**src/rtl/uart_tx_fifo.sv**
```systemverilog
// Byte FIFO between the MMIO write path and the UART transmitter.
// First-word fall-through head, occupancy count and sticky overflow for status reads.
module uart_tx_fifo #(
    parameter int WIDTH = 8,
    parameter int DEPTH = 8
) (
    input  logic                     clk,
    input  logic                     reset,
    input  logic [WIDTH-1:0]         enq_data,
    input  logic                     enq_valid,
    output logic                     enq_ready,
    output logic [WIDTH-1:0]         deq_data,
    output logic                     deq_valid,
    input  logic                     deq_ready,
    output logic [$clog2(DEPTH):0]   count,
    output logic                     overflow,
    input  logic                     clear_overflow
);
    localparam int ADDR_W = $clog2(DEPTH);
    localparam int CNT_W  = ADDR_W + 1;
    localparam logic [ADDR_W:0]  PTR_ONE = (ADDR_W + 1)'(1);
    localparam logic [CNT_W-1:0] CNT_ONE = CNT_W'(1);

    logic [WIDTH-1:0] mem [DEPTH];
    logic [ADDR_W:0]  wr_ptr;
    logic [ADDR_W:0]  rd_ptr;
    logic             empty;
    logic             full;
    logic             enq_fire;
    logic             deq_fire;

    // Pointers carry one extra wrap bit so full and empty are distinguishable.
    assign empty = (rd_ptr == wr_ptr);
    assign full  = (wr_ptr[ADDR_W-1:0] == rd_ptr[ADDR_W-1:0]) &&
                   (wr_ptr[ADDR_W] != rd_ptr[ADDR_W]);

    assign enq_ready = !full;
    assign deq_valid = !empty;
    assign deq_data  = mem[rd_ptr[ADDR_W-1:0]];

    assign enq_fire = enq_valid && enq_ready;
    assign deq_fire = deq_valid && deq_ready;

    always_ff @(posedge clk) begin
        if (enq_fire && !reset) begin
            mem[wr_ptr[ADDR_W-1:0]] <= enq_data;
        end
    end

    always_ff @(posedge clk) begin
        if (reset) begin
            wr_ptr <= '0;
            rd_ptr <= '0;
        end else begin
            if (enq_fire) wr_ptr <= wr_ptr + PTR_ONE;
            if (deq_fire) rd_ptr <= rd_ptr + PTR_ONE;
        end
    end

    always_ff @(posedge clk) begin
        if (reset) begin
            count <= '0;
        end else begin
            case ({enq_fire, deq_fire})
                2'b10:   count <= count + CNT_ONE;
                2'b01:   count <= count - CNT_ONE;
                default: count <= count;
            endcase
        end
    end

    // A rejected write in the same cycle as a clear keeps the flag set.
    always_ff @(posedge clk) begin
        if (reset) begin
            overflow <= 1'b0;
        end else if (enq_valid && !enq_ready) begin
            overflow <= 1'b1;
        end else if (clear_overflow) begin
            overflow <= 1'b0;
        end
    end

endmodule
```
**config.mk**
```make
export PLATFORM = sky130hd
export DESIGN_NAME = uart_tx_fifo
export DESIGN_NICKNAME = d
export VERILOG_FILES = /design/src/rtl/uart_tx_fifo.sv
export SDC_FILE = /design/constraint.sdc
export NUM_CORES = 1
export LEC_CHECK = 0
export BUFFER_PORTS_ARGS = -buffer_cell sky130_fd_sc_hd__clkbuf_2
export CELL_PAD_IN_SITES_DETAIL_PLACEMENT = 1
export CELL_PAD_IN_SITES_GLOBAL_PLACEMENT = 1
export CORE_ASPECT_RATIO = 0.75
export CORE_MARGIN = 2
export CORE_UTILIZATION = 54
export CTS_CLUSTER_DIAMETER = 120
export DETAILED_ROUTE_END_ITERATION = 7
export GPL_ROUTABILITY_DRIVEN = 0
export HOLD_SLACK_MARGIN = 0.15
export PLACE_DENSITY = 0.85
export SETUP_SLACK_MARGIN = 0.3
export SYNTH_ARGS = -nofsm -noshare
export SYNTH_HDL_FRONTEND = slang
export SYNTH_SLANG_ARGS = --single-unit
```
**constraint.sdc**
```tcl
create_clock -name clk -period 3.9 [get_ports clk]
set_clock_uncertainty 0.05 [all_clocks]
set_input_delay 0.195 -clock clk [delete_from_list [all_inputs] [get_ports clk]]
set_output_delay 0.195 -clock clk [all_outputs]
set_load 0.02 [all_outputs]
```
---- After elaboration in Yosys (flattened, before gate mapping) ----
Memory sizes are Yosys's and may differ from the RTL's. A register that Yosys moved wholly into a read port is not among the register bits.
Index checks and enable logic that the tools add are counted.
word-level totals
  word-level logic and storage cells ...... 31
  memory bits (writable) .................. 64
  latch bits .............................. 0
  bits in read-only memories .............. 0
  memories kept ........................... 1
  input bits .............................. 13
  bits in registers ....................... 13
memories
  memory  words  bits a word  rd ports  clocked after memory_dff  wr ports  line  text
  mem     8      8            1         1                         1         24    logic [WIDTH-1:0] mem [DEPTH];
cells by class
  multiply operators ...................... 0
  div/mod/pow operators ................... 0
  bitwise logic cells ..................... 0
  multiplexer cells ....................... 7
  shift-type cells ........................ 0
  $add $sub $neg .......................... 4
  eq/ne operators ......................... 5
  reductions and logical operators ........ 10
  magnitude comparators ................... 0
operators by type and width
  cell                 number
  $add 4x1->4 const B  3
  $pmux 4 s2           1
  $mux 3               2
  $logic_and 1x1->1    5
  $eq 4x4->1           1
  $mux 1               4
  $reduce_bool 2->1    2
  $sub 4x1->4 const B  1
  $eq 3x3->1           1
  $logic_not 1->1      3
  $eq 2x1->1 const B   1
  $eq 2x2->1 const B   1
  $ne 1x1->1           1

---- Depth between registers and ports, before layout ----
Gate-level depths: netlist of the first run.
  depth after elaboration ................. 7
  mapped depth ............................ 11
  gate-level depth less buffers ........... 10

---- Worst setup path before layout of the first run ----
Ideal clock, no wire load.
  path kind ............................... reg-to-reg
  start ................................... reg wr_ptr[1]
  end ..................................... reg count[2]
  path slack .............................. 1.309 ns
  data arrival time ....................... 2.471 ns
  buffers on the path ..................... 1
  stages on the path, launching flop included .. 12
  required time ........................... 3.779 ns
  clock period less this slack ............ 2.591 ns
  path through ............................ dfxtp_1 -> buf_2 -> xor2_2 -> o41ai_2 -> inv_1 -> ha_1 -> xor2_1 -> ha_1 -> a21oi_1 -> xor2_1 -> or3_1 -> a21oi_1
RTL lines
  item                                             line  text
  start: declaration                               25    logic [ADDR_W:0] wr_ptr;
  start signal: assignment                         55    if (enq_fire) wr_ptr <= wr_ptr + PTR_ONE;
  $eq 4x4->1 *                                     33    assign empty = (rd_ptr == wr_ptr);
  $logic_not 1->1 *                                38    assign deq_valid = !empty;
  $logic_and 1x1->1 *                              42    assign deq_fire = deq_valid && deq_ready;
  net deq_fire                                     30    logic deq_fire;
  $eq 2x1->1 or $eq 2x2->1 (tied branches)         64    case ({enq_fire, deq_fire})
  $pmux 4 s2 or $reduce_bool 2->1 (tied branches)  -
  end signal: assignment                           65    2'b10: count <= count + CNT_ONE;
  end signal: assignment                           66    2'b01: count <= count - CNT_ONE;
  end signal: assignment                           67    default: count <= count;
  end: declaration                                 15    output logic [$clog2(DEPTH):0] count,
The timed path passes the listed nets; every way through them passes the cells marked *.
A chain may end at the register's enable or synchronous reset.

---- Final worst setup path of the first run ----
Same ends and word-level chain as after synthesis.

==> summary.txt, run 1 <==
Worst EP required: 4140 ps
Antenna-violating nets left: 0
Syn avg cell area: 16.89 sq um
CP endpoint kind: flip-flop
Post-synthesis cell count: 196
Worst slew pin tran: 1119 ps
Post-CTS Repair Setup Buffers: 0
First-pass GRT wire length: 10.89 mm
IO Port Bufs: 27
1st-pass router iterations: 4
Synth area leader: edfxtp_1
Most frequent cell after synthesis: edfxtp_1
Via density: 5.742
RSZ-0062 raised after global routing: false
Initial drt markers: 146
Number of global-route vias before repair: 1991
Inserted Clock Buffers: 9
Worst skew pair latency: 360 ps
Static leakage: 1.375 nW
Total global routing overflow: 0
Cts hold-fix bufs: 9
Die area: 6780 sq um
Post-synth EDFFs: 64
Crit path DAT: 3230 ps
Initial antenna violation count: 0
Clk buf depth: 2
Hold/Removal Path Class: in2reg
Ports: 28
Total power draw: 2.065 mW
Post-synth net total: 214
Max Cap Viol: 0
Total GRT Usage: 0.2335
Fmax: 334.2 MHz
Max-slew violations: 0
Via Count: 1866
Placed cell area: 3570 sq um
Share of cells above drive strength 1: 0.3360
CTS sink cnt: 80
Clock root cell: clkbuf_8
Mapped cell area: 3311 sq um
Final hold violation count: 0
CTS H-Tree Depth: 3
Final setup fails: 0
Final WL: 6.918 mm
Detail Placement HPWL: 4.824 mm
Initial Utilization: 0.5654
Drt drc: 0
Row count: 24
Crit start category: flip-flop
Final Core Density: 0.6654
Status: finished clean
Asr flop ratio synth: 0
Fin area: 3896 sq um
Fillers: 541
Flop and latch count out of synthesis: 80
Nets@finish: 260
Synth top area share: 0.5805
CTS tree: done
Post-CTS Resized: 0
Clock-pin slew on the worst setup and hold paths: 90 ps
Syn-to-layout area delta: 17.69%
Core Footprint: 5856 sq um
Slew headroom: 0.2533
Critical path fanouts, max: 9
Seq/Total Area, Yosys: 0.6772
Largest net degree at the start of global routing: 20
Diode count: 0
Largest cells by area after synthesis: edfxtp_1, mux4_2, dfxtp_1
Power per Cell Area: 530.1 nW/um^2
Setup TNS: 0 ps
Setup Crit Path Kind: reg2reg
Post-synth top cells: edfxtp_1, dfxtp_1, mux4_2
Synth Flop Type: edfxtp_1
Worst VDD drop: 283.8 uV
WL/cell: 21.29 microns
Yosys Warn Count: 0
Synth cell types: 32
Min Tclk post-route: 2992 ps
Die Y: 71.81 microns
Final clock period utilization by the worst path: 0.7672
Die X: 94.41 microns
==> worst max-delay path: stages (launching register included) <==
cell and delay (ps):
dfxtp_1 550, xor2_2 200, o41ai_2 620, inv_1 150, ha_1 300, xor2_1 170, ha_1 190, a21oi_1 140
xor2_1 100, or3_1 310, a21oi_1 140
==> where the power goes <==
part	leakage [nW]	internal, mW	switching [mW]
clock network	0.115	0.374	0.333
logic	0.551	0.165	0.169
registers	0.708	0.952	0.0708
==> final cells by class <==
cell class	instances	area [sq um]	share of cell area
timing repair buffer	44	285.3	0.07322
sequential	80	2242	0.5755
tap	78	97.59	0.02505
clock buffer	9	123.9	0.03179
multi-input combinational	102	1016	0.2608
inverter	5	18.77	0.004817
clock inverter	7	112.6	0.02890
==> kinds of logic (layout without fill, tap and decap cells) <==
kind of cell	count (synthesis)	in the layout	share of synthesized area
XOR/XNOR	10	10	0.03326
multiplexers	28	28	0.1485
adder cells (fa/ha/maj)	5	5	0.01890
flip-flops	80	80	0.6772
AO/OA/AOI/OAI	15	15	0.03212
buffers and inverters	14	65	0.01739
AND/OR/NAND/NOR	44	44	0.07256
==> placed cells by master (no fill, tap or decap), drive strengths merged, types with 2 or more instances in the layout <==
| cell | count |
|---|---|
| nor2b | 2 |
| ha | 5 |
| nor4 | 3 |
| nand2 | 7 |
| bufinv | 2 |
| xor2 | 9 |
| or3 | 6 |
| a31oi | 2 |
| nand4 | 2 |
| mux4 | 16 |
| dfxtp | 16 |
| a21oi | 5 |
| mux2 | 9 |
| mux2i | 3 |
| clkbuf | 36 |
| dlygate4sd3 | 9 |
| buf | 8 |
| nand2b | 3 |
| o21ai | 4 |
| inv | 8 |
| nor3 | 6 |
| nor2 | 12 |
| edfxtp | 64 |
| o41ai | 2 |
==> sequential cells by signal (all words and copies together), names as in the netlist, named ones only <==
| name | flops |
|---|---|
| overflow | 1 |
| rd_ptr | 4 |
| count | 4 |
| wr_ptr | 4 |
| mem | 64 |
==> metrics by stage <==
stage	worst slack, ps	hold slack (ps)	cells
floorplan	1309	243.9	196
detailed placement	935.6	435.6	300
global placement	1158	406.3	300
global route	687.5	177.5	325
CTS	899.9	157.1	325
finish	908.0	167.5	325
==> path summary, 6_finish.rpt <==
path,startpoint,endpoint,slack [ps],depth (start not counted)
max,wr_ptr[1],count[2],910,10
min reg2reg,count[2],count[2],510,2
max reg2reg,wr_ptr[1],count[2],910,10
min,enq_valid,overflow,170,3
==> routing by layer <==
metal / vias to the layer above / routed length, microns / GRT usage
met5: - / 0 / 0
met4: 0 / 131 / 0.09018
met3: 15 / 331 / 0.06835
met2: 48 / 3632 / 0.4016
met1: 950 / 2822 / 0.2813
li1: 853 / - / -
(Power assumes the default switching activity.)
==> inputs of run 2 (changes only) <==
Settings changed: CORE_UTILIZATION 54 to 50, PLACE_DENSITY 0.85 to 0.79.
Clock period 3.9 ns to 3 ns, I/O delays scaled along.
==> run 2 against run 1 <==
Routed wire length fell by 4.4%. Via count fell by 1.0%. Sequential share of layout area increased by 0.15 points. Die area grew 7.6%. Cell area barely moved. Total power up 22%. Fmax grew 19%. Combinational power rose by 44%. Worst setup slack got worse by 430 ps. Clock-buffer cell count is 1 higher. Clock power increased by 4.4%. Critical endpoint unchanged. Critical path depth unchanged. Critical path type unchanged.
==> summary.txt, run 2 (same netlist as run 1, synthesis figures left out) <==
Status: finished clean (unchanged)
Max FFs per register: 64 (unchanged)
Switch share: 0.2663 (was 0.2775)
Via density: 5.580 (was 5.742)
Nets@finish: 264 (was 260)
CP endpoint kind: flip-flop (unchanged)
Critical path fanouts, max: 5 (was 9)
Crit-path cells: xor2_2 -> o41ai_2 -> inv_1 -> ha_2 -> xor2_1 -> ha_1 -> a21oi_1 -> xor2_1 -> or3_1 -> a21oi_1 (was xor2_2 -> o41ai_2 -> inv_1 -> ha_1 -> xor2_1 -> ha_1 -> a21oi_1 -> xor2_1 -> or3_1 -> a21oi_1)
Worst setup path start: rd_ptr[2] (was wr_ptr[1])
Ports: 28 (unchanged)
Internal power: 1.846 mW (was 1.492 mW)
Detail Placement HPWL: 4.358 mm (was 4.824 mm)
Share of cells above drive strength 1: 0.3600 (was 0.3360)
CP max stage delay: 430 ps (was 620 ps)
Worst EP required: 3220 ps (was 4140 ps)
Psw: 0.6702 mW (was 0.5732 mW)
First-pass GRT wire length: 10.71 mm (was 10.89 mm)
Commonest non-fill, non-tap cell in the layout: edfxtp_1 (unchanged)
Initial Utilization: 0.5214 (was 0.5654)
RSZ-0062 raised after global routing: false (unchanged)
Slew headroom: 0.4889 (was 0.2533)
Antenna-violating nets left: 0 (unchanged)
Crit start category: flip-flop (unchanged)
Hold/Removal Path Class: in2reg (unchanged)
Worst path slowest cell: dfxtp_1 (was o41ai_2)
Largest net degree at the start of global routing: 20 (unchanged)
Die X: 97.96 microns (was 94.41 microns)
Fillers: 604 (was 541)
Combinational power share: 0.191 (was 0.162)
Drt drc: 0 (unchanged)
Inserted Clock Buffers: 9 (unchanged)
Buf/Inv on CP: 1 (unchanged)
Max Cap Viol: 0 (unchanged)
Reg2reg start: rd_ptr[2] (was wr_ptr[1])
Crit path DAT: 2740 ps (was 3230 ps)
CTS tree: done (unchanged)
CTS sink cnt: 80 (unchanged)
Die Y: 74.47 microns (was 71.81 microns)
Clock Power Share: 0.293 (was 0.342)
Clock root cell: clkbuf_8 (unchanged)
Clk buf depth: 2 (unchanged)
WL/cell: 19.99 microns (was 21.29 microns)
Worst slew pin tran: 765.6 ps (was 1119 ps)
CTS H-Tree Depth: 3 (unchanged)
IO Port Bufs: 27 (unchanged)
Die area: 7295 sq um (was 6780 sq um)
Power per Cell Area: 646.0 nW/um^2 (was 530.1 nW/um^2)
Row count: 25 (was 24)
Final hold violation count: 0 (unchanged)
Final setup fails: 0 (unchanged)
Min-delay src: reset (was enq_valid)
Core Footprint: 6350 sq um (was 5856 sq um)
Initial drt markers: 89 (was 146)
Clock-pin slew on the worst setup and hold paths: 80 ps (was 90 ps)
Syn-to-layout area delta: 17.65% (was 17.69%)
Number of global-route vias before repair: 1990 (was 1991)
Final WL: 6.617 mm (was 6.918 mm)
Static leakage: 1.366 nW (was 1.375 nW)
Most frequent cells in the layout: edfxtp_1, clkbuf_2, mux4_2, nor2_1, dfxtp_1 (was edfxtp_1, clkbuf_2, mux4_2, dfxtp_1, nor2_1)
Max-slew violations: 0 (unchanged)
Worst skew pair latency: 340 ps (was 360 ps)
Crit path max-delay family: compound AO/OA/AOI/OAI gates (unchanged)
Final clock period utilization by the worst path: 0.8407 (was 0.7672)
Seq pwr share: 0.516 (was 0.495)
Setup Crit Path Kind: reg2reg (unchanged)
Worst VDD drop: 406.1 uV (was 283.8 uV)
Via Count: 1847 (was 1866)
Initial antenna violation count: 0 (unchanged)
Fmax: 396.5 MHz (was 334.2 MHz)
Total global routing overflow: 0 (unchanged)
Total GRT Usage: 0.2047 (was 0.2335)
Total power draw: 2.516 mW (was 2.065 mW)
Setup TNS: 0 ps (unchanged)
1st-pass router iterations: 4 (unchanged)
Diode count: 0 (unchanged)
Min Tclk post-route: 2522 ps (was 2992 ps)
-- run 2: cell count changes in the layout (fill, tap and decap cells not counted), sizes merged --
cell	change
bufinv	-1
clkinv	+1
dlygate4sd3	+1
inv	-2
buf	+3
clkbuf	+1
-- run 2: routing by layer --
layer | track usage | vias up | share of wire
li1 | - | 858 | -
met1 | 0.2720 | 935 | 0.44
met2 | 0.3311 | 48 | 0.49
met3 | 0.06109 | 6 | 0.055
met4 | 0.06790 | 0 | 0.011
met5 | 0 | - | 0
-- run 2: cell type report --
| type | instances | area, sq um | area share |
|---|---|---|---|
| tap | 81 | 101.3 | 0.02602 |
| multi-input combinational | 102 | 1026 | 0.2634 |
| timing repair buffer | 48 | 317.8 | 0.08159 |
| clock buffer | 10 | 127.6 | 0.03277 |
| sequential | 80 | 2247 | 0.5769 |
| inverter | 5 | 18.77 | 0.004818 |
| clock inverter | 5 | 56.30 | 0.01446 |
-- run 2: path summary, 6_finish.rpt --
kind,depth (start not counted),slack (ps),endpoint
min,2,230,count[1]
max,10,480,count[2]
min reg2reg,2,500,count[3]
max reg2reg,10,480,count[2]
-- run 2: worst register-to-register path: stages (launching register included) --
cell,delay [ps]
dfxtp_1,430
xor2_2,160
o41ai_2,410
inv_1,120
ha_2,230
xor2_1,150
ha_1,190
a21oi_1,140
xor2_1,90
or3_1,310
a21oi_1,160
-- run 2: repair_timing --
item,CTS,global route
hold buffers,10,0
setup endpoints to repair,0,1
buffers inserted,0,0
hold endpoints to repair,65,0
gates resized for setup,0,5
-- run 2: power by group through the flow --
| stage | Clock (mW) | Combinational [mW] | Sequential (mW) |
|---|---|---|---|
| after floorplan | 0 | 0.343 | 1.31 |
| after detailed placement | 0 | 0.473 | 1.32 |
| final | 0.738 | 0.481 | 1.30 |
| after global routing | 0.805 | 0.529 | 1.31 |
| after global placement | 0 | 0.460 | 1.32 |
| after CTS | 0.763 | 0.488 | 1.30 |
-- run 2: per-stage QoR --
stage	std cells	utilization	hold slack (ps)	worst slack [ps]	cell area [sq um]
after CTS	331	0.6122	196.1	302.6	3887
after detailed placement	306	0.5675	388.1	321.5	3603
after global placement	306	0.5675	380.6	472.4	3603
after floorplan	196	-	198.9	408.8	3311
after global routing	331	0.6134	243.8	302.0	3895
final	331	0.6134	227.4	477.8	3895
